$ cat src/rtl/lsu_bus.sv
// lsu_bus: load/store bridge from the execute memory port to a single-outstanding req/gnt/rvalid bus.
// Ports:
//   clk, rst                  clock, synchronous active-high reset
//   mem_sel_i .. mem_wmask_i  request from execute (held until mem_ack_o)
//   mem_rdata_o               registered load word, held until the next load completes
//   mem_ack_o, err_o          one-cycle completion pulse and timeout flag (valid with ack)
//   busy_o                    high whenever the FSM is not idle
//   bus_req_o .. bus_be_o     bus request side, registered and stable while requesting
//   bus_gnt_i, bus_rvalid_i,
//   bus_rdata_i               bus handshake and response
// Optional feature: define LSU_TIMEOUT_EN to end a transaction with err_o after TIMEOUT_CYC cycles.
module lsu_bus #(
    parameter int TIMEOUT_CYC = 255
) (
    input  logic        clk,
    input  logic        rst,
    input  logic        mem_sel_i,
    input  logic        mem_wen_i,
    input  logic [31:0] mem_addr_i,
    input  logic [31:0] mem_wdata_i,
    input  logic [3:0]  mem_wmask_i,
    output logic [31:0] mem_rdata_o,
    output logic        mem_ack_o,
    output logic        err_o,
    output logic        busy_o,
    output logic        bus_req_o,
    output logic        bus_we_o,
    output logic [31:0] bus_addr_o,
    output logic [31:0] bus_wdata_o,
    output logic [3:0]  bus_be_o,
    input  logic        bus_gnt_i,
    input  logic        bus_rvalid_i,
    input  logic [31:0] bus_rdata_i
);
    typedef enum logic [1:0] {IDLE, REQ, RESP, ACK} state_t;
    state_t state, state_nxt;
    logic active, tmo;
    assign active = (state == REQ) || (state == RESP);
    assign busy_o = state != IDLE;
`ifdef LSU_TIMEOUT_EN
    logic [15:0] cnt;
    // Zero in the first REQ cycle, counts every cycle spent on the bus.
    always_ff @(posedge clk) begin
        if (rst) cnt <= '0;
        else cnt <= active ? cnt + 16'd1 : 16'd0;
    end
    assign tmo = active && (cnt == 16'(TIMEOUT_CYC));
`else
    logic [15:0] unused_lim;
    assign unused_lim = 16'(TIMEOUT_CYC);
    assign tmo = 1'b0;
`endif
    // A timeout takes priority over a gnt or rvalid arriving in the same cycle.
    always_comb begin
        state_nxt = state;
        case (state)
            IDLE:    state_nxt = mem_sel_i ? REQ : IDLE;
            REQ:     state_nxt = tmo ? ACK : (bus_gnt_i ? RESP : REQ);
            RESP:    state_nxt = (tmo || bus_rvalid_i) ? ACK : RESP;
            default: state_nxt = IDLE;
        endcase
    end
    always_ff @(posedge clk) begin
        if (rst) begin
            state       <= IDLE;
            mem_rdata_o <= '0;
            mem_ack_o   <= 1'b0;
            err_o       <= 1'b0;
            bus_req_o   <= 1'b0;
            bus_we_o    <= 1'b0;
            bus_addr_o  <= '0;
            bus_wdata_o <= '0;
            bus_be_o    <= '0;
        end else begin
            state     <= state_nxt;
            bus_req_o <= state_nxt == REQ;
            mem_ack_o <= state_nxt == ACK;
            err_o     <= tmo;
            if (state == IDLE && mem_sel_i) begin
                bus_we_o    <= mem_wen_i;
                bus_addr_o  <= mem_addr_i & 32'hFFFF_FFFC;
                bus_wdata_o <= mem_wen_i ? mem_wdata_i : 32'h0;
                bus_be_o    <= mem_wen_i ? mem_wmask_i : 4'hF;
            end
            // Only loads touch the read register; a timed-out load returns zero.
            if (!bus_we_o && (tmo || (state == RESP && bus_rvalid_i)))
                mem_rdata_o <= tmo ? 32'h0 : bus_rdata_i;
        end
    end
endmodule

$ cat config.mk
export PLATFORM = sky130hd
export DESIGN_NAME = lsu_bus
export DESIGN_NICKNAME = d
export VERILOG_FILES = /design/src/rtl/lsu_bus.sv
export SDC_FILE = /design/constraint.sdc
export NUM_CORES = 1
export LEC_CHECK = 0
export BUFFER_PORTS_ARGS = -buffer_cell sky130_fd_sc_hd__buf_2
export CAP_MARGIN = 30
export CORE_ASPECT_RATIO = 0.6
export CORE_UTILIZATION = 47
export DETAILED_ROUTE_END_ITERATION = 16
export PLACE_DENSITY = 0.95
export REMOVE_ABC_BUFFERS = 1
export SYNTH_ARGS = -nofsm -noshare
export SYNTH_HDL_FRONTEND = slang
export SYNTH_SLANG_ARGS = --single-unit
$ cat constraint.sdc
create_clock -name clk -period 3.6 [get_ports clk]
set_input_delay 0.18 -clock clk [delete_from_list [all_inputs] [get_ports clk]]
set_output_delay 0.18 -clock clk [all_outputs]
set_load 0.1 [all_outputs]
==> summary by stage <==
STA
Counting I/O delays and the setup requirement, the final critical path takes 1.91 ns. Setup violations remaining at the end of the flow were counted as 0. The worst-margin pin slew is approximately 0.85 ns. The final total negative setup slack is 0 ns. The hold violation total from the final report was 0.

The worst pin sits at a relative slew slack of 43.4%. The total count of max-transition violations in the final report was 0. Based on the critical path, the design can be clocked at up to roughly 520 MHz. Of the available clock period, the critical path in the final layout requires a little over half. Clock skew on the completed layout was measured at ~0.0053 ns.

Setup repair after global routing left no endpoint under its margin.

Global routing
Global routing used 22.4% of the available tracks. The via count of the first global-routing pass is ~3500. The wire length of the first global-routing pass is ~15 mm.

The initial antenna violation count came to 0. The pin count of the biggest net entering global routing is between 50 and 60. The total overflow left after global routing is 0.

Power
The internal portion of total power is just under 2000 uW. The total chip power is roughly 2900 uW. The static leakage is approximately 0.0023 uW. The switching power is 973 uW.

The worst-case IR drop observed on VDD is 406 uV. Dividing total power by cell area gives a power density of ~580 nW/um^2. The clock power share is between 30% and 40%. The logic gate share of total power is 24.0%. The part of the power in registers is a little over two fifths. In this run switching power makes up 33.6% of total power.

Placement
The number of placed instances, taps included is approximately 730. Input and output buffers added on the ports amount to roughly 200. The last weighted congestion value of the routability-driven placer is between 0.7 and 0.8.

The area after detailed placement is roughly 4700 um^2. Summed over all nets, the half-perimeter wirelength after detailed placement is approximately 7 mm.

Logic synthesis
The synthesized design spends more area on one cell type than any other, namely sky130_fd_sc_hd__dfxtp_1. Among all cell types in the netlist, the one instantiated most often is sky130_fd_sc_hd__nand2_1. In the synthesized netlist, the cells that appear most often are 158 x sky130_fd_sc_hd__nand2_1, 103 x sky130_fd_sc_hd__dfxtp_1, 96 x sky130_fd_sc_hd__a21oi_1. The synthesized netlist contains 24 unique library cells. By area the synthesized netlist is led by sky130_fd_sc_hd__dfxtp_1 55%, sky130_fd_sc_hd__nand2_1 16%, sky130_fd_sc_hd__a21oi_1 13%. The share of the synthesized area in the top cell type is a little under three fifths. Counting flops and latches in the post-synthesis netlist gives around 100. The number of warnings printed during yosys synthesis is 0. The most instantiated flip-flop cell in the synthesis netlist is sky130_fd_sc_hd__dfxtp_1.

After technology mapping, the gate count stands at 460. Counting flops with a built-in enable in the synthesized netlist gives 0. After synthesis, flip-flops and latches occupy 55.2% of the total area. The average cell area after synthesis is between 8 and 9 um^2. The cell area after technology mapping is 3740 um^2. The async set-or-reset flop fraction in the synthesized netlist is 0%.

Critical path
The peak fanout along the critical path is 51. The worst endpoint required time is about 3.8 ns. In this run the critical register-to-register path is launched from state[0]$_SDFF_PP0_. STA classifies the critical path startpoint as a flip-flop. The most critical setup path has its startpoint at state[0]$_SDFF_PP0_. STA puts the critical path data arrival time at between 2 and 2.5 ns. The type of the worst setup path is reg -> reg. STA classifies the critical path endpoint as a flip-flop.

Outcome
The flow ran to the end, and the final reports show no timing, DRC or antenna violations.

Clocking
The CTS H-tree depth is 3. The clock tree from TritonCTS is yes. Clock-pin slew was measured on the worst setup and hold paths at ~0.060 ns.

After clock tree synthesis, the repair step resized 0 gates. The clock reaches the later pin of the worst-skew pair after around 0.33 ns. The root buffer cell chosen for the clock tree is sky130_fd_sc_hd__clkbuf_16.

The total of hold buffers inserted after clock tree synthesis is 0. The TritonCTS buffer count is 9. In this run the post-CTS setup repair buffer count came out at 0. The clock sink total is 103. The maximum buffer depth of the clock tree is 2.

Layout
Measured on the finished design, the core utilization comes to around two thirds. Fill cells in the final layout number about 600. The synthesis-to-layout area growth is 34.4%.

In the final layout, the share of cells above drive strength 1 is 35.9%. After the last flow step, the layout net total stands at roughly 750. 0 antenna diodes ended up in the layout.

The non-filler instance count after layout is between 700 and 800. The final instance area is ~5000 um^2.

Floorplanning
The height of the die is a little over 70 um. The floorplan step defined a core boundary enclosing roughly 7500 um^2. The effective utilization at floorplan is 50.0%. The number of standard-cell rows in the floorplan is 24.

The floorplan step defined a die boundary enclosing around 8300 um^2. The number of top-level pins is between 200 and 250. The horizontal extent of the die is between 100 and 150 um.

Hold path
The worst hold path begins at bus_rdata_i[21]. The worst hold path belongs to the class in -> reg.

Detailed routing
The routed layout has ~3600 vias. The first detailed-routing pass took 4 iterations. In this run the remaining antenna-violating nets after routing total 0. The DRC violations left is 0. The vias per cell is 4.88. In the final routed layout, each cell accounts on average for roughly 13 um. The final wirelength is 9.50 mm.

For this block, the initial DRC count from the detailed router was between 100 and 150.

Job
The number of violations of the max-capacitance limit is 0.
[final cells by class]
type	instances	area [um^2]	area share (%)
flip-flops and latches	103	2060	41.0
multi-input cells	315	1450	28.9
repair buffers	210	1080	21.4
clock buffers	10	229	4.56
well taps	104	130	2.59
clock inverters	4	72.6	1.44
inverters	1	3.75	0.0747
[per-layer routing]
layer | GRT usage, % | up-vias | routed length, um | part of all wire [%]
li1 | - | 1851 | - | -
met1 | 24.0 | 1659 | 3910 | 41
met2 | 42.1 | 131 | 4790 | 50
met3 | 7.63 | 4 | 778 | 8.2
met4 | 5.77 | 0 | 28 | 0.29
met5 | 0 | - | 0 | 0
[power by group through the flow]
stage | Combinational (uW) | Sequential [uW] | Clock, uW
after floorplan | 139 | 1630 | 0
after global placement | 687 | 1250 | 0
after detailed placement | 697 | 1250 | 0
after CTS | 698 | 1230 | 1000
after global routing | 729 | 1230 | 1040
final | 696 | 1230 | 976
[kinds of logic after synthesis]
family	synth area share, %
and+or+nand+nor	24.8
DFF	55.2
other	0.100
buffers and inverters	6.39
AOI/OAI and AO/OA	13.3
muxes	0.268
[placed cells by master (no fill, tap or decap), types with 2 or more instances in the layout]
cell	count
sky130_fd_sc_hd__nand3_1	32
sky130_fd_sc_hd__buf_4	4
sky130_fd_sc_hd__nor2_1	4
sky130_fd_sc_hd__bufinv_16	2
sky130_fd_sc_hd__dfxtp_1	103
sky130_fd_sc_hd__a21oi_1	96
sky130_fd_sc_hd__nor3_1	6
sky130_fd_sc_hd__nand2_1	158
sky130_fd_sc_hd__nor3b_2	4
sky130_fd_sc_hd__clkbuf_16	9
sky130_fd_sc_hd__buf_2	205
sky130_fd_sc_hd__conb_1	3
[state kept, by name (all words and copies together) (netlist names)]
signal	count
bus_wdata_o	32
mem_rdata_o	32
bus_addr_o	30
bus_be_o	4
state	2
bus_req_o	1
bus_we_o	1
mem_ack_o	1
[path summary, 6_finish.rpt]
check,to,slack [ns],cells past startpoint
max reg2reg,bus_be_o[0]$_SDFFE_PP0P_,1.69,4
min,mem_rdata_o[21]$_SDFFE_PP0P_,0.09,3
min reg2reg,bus_wdata_o[21]$_SDFFE_PP0P_,0.45,2
max,bus_be_o[0]$_SDFFE_PP0P_,1.69,4
[worst max-delay path: stages, from the launching register on]
cell                      delay, ns
sky130_fd_sc_hd__dfxtp_1       0.41
sky130_fd_sc_hd__or3b_2        0.68
sky130_fd_sc_hd__buf_4         0.38
sky130_fd_sc_hd__nor3b_2       0.23
sky130_fd_sc_hd__nor3_1        0.06
[through the flow]
| stage | setup slack, ns | hold WS (ns) |
|---|---|---|
| global placement | 1.77 | 0.421 |
| detailed placement | 1.71 | 0.427 |
| global route | 1.57 | 0.0745 |
| CTS | 1.71 | 0.0739 |
| finish | 1.69 | 0.0881 |
| floorplan | 0.842 | 0.249 |
Power figures use the tool's default switching activity.
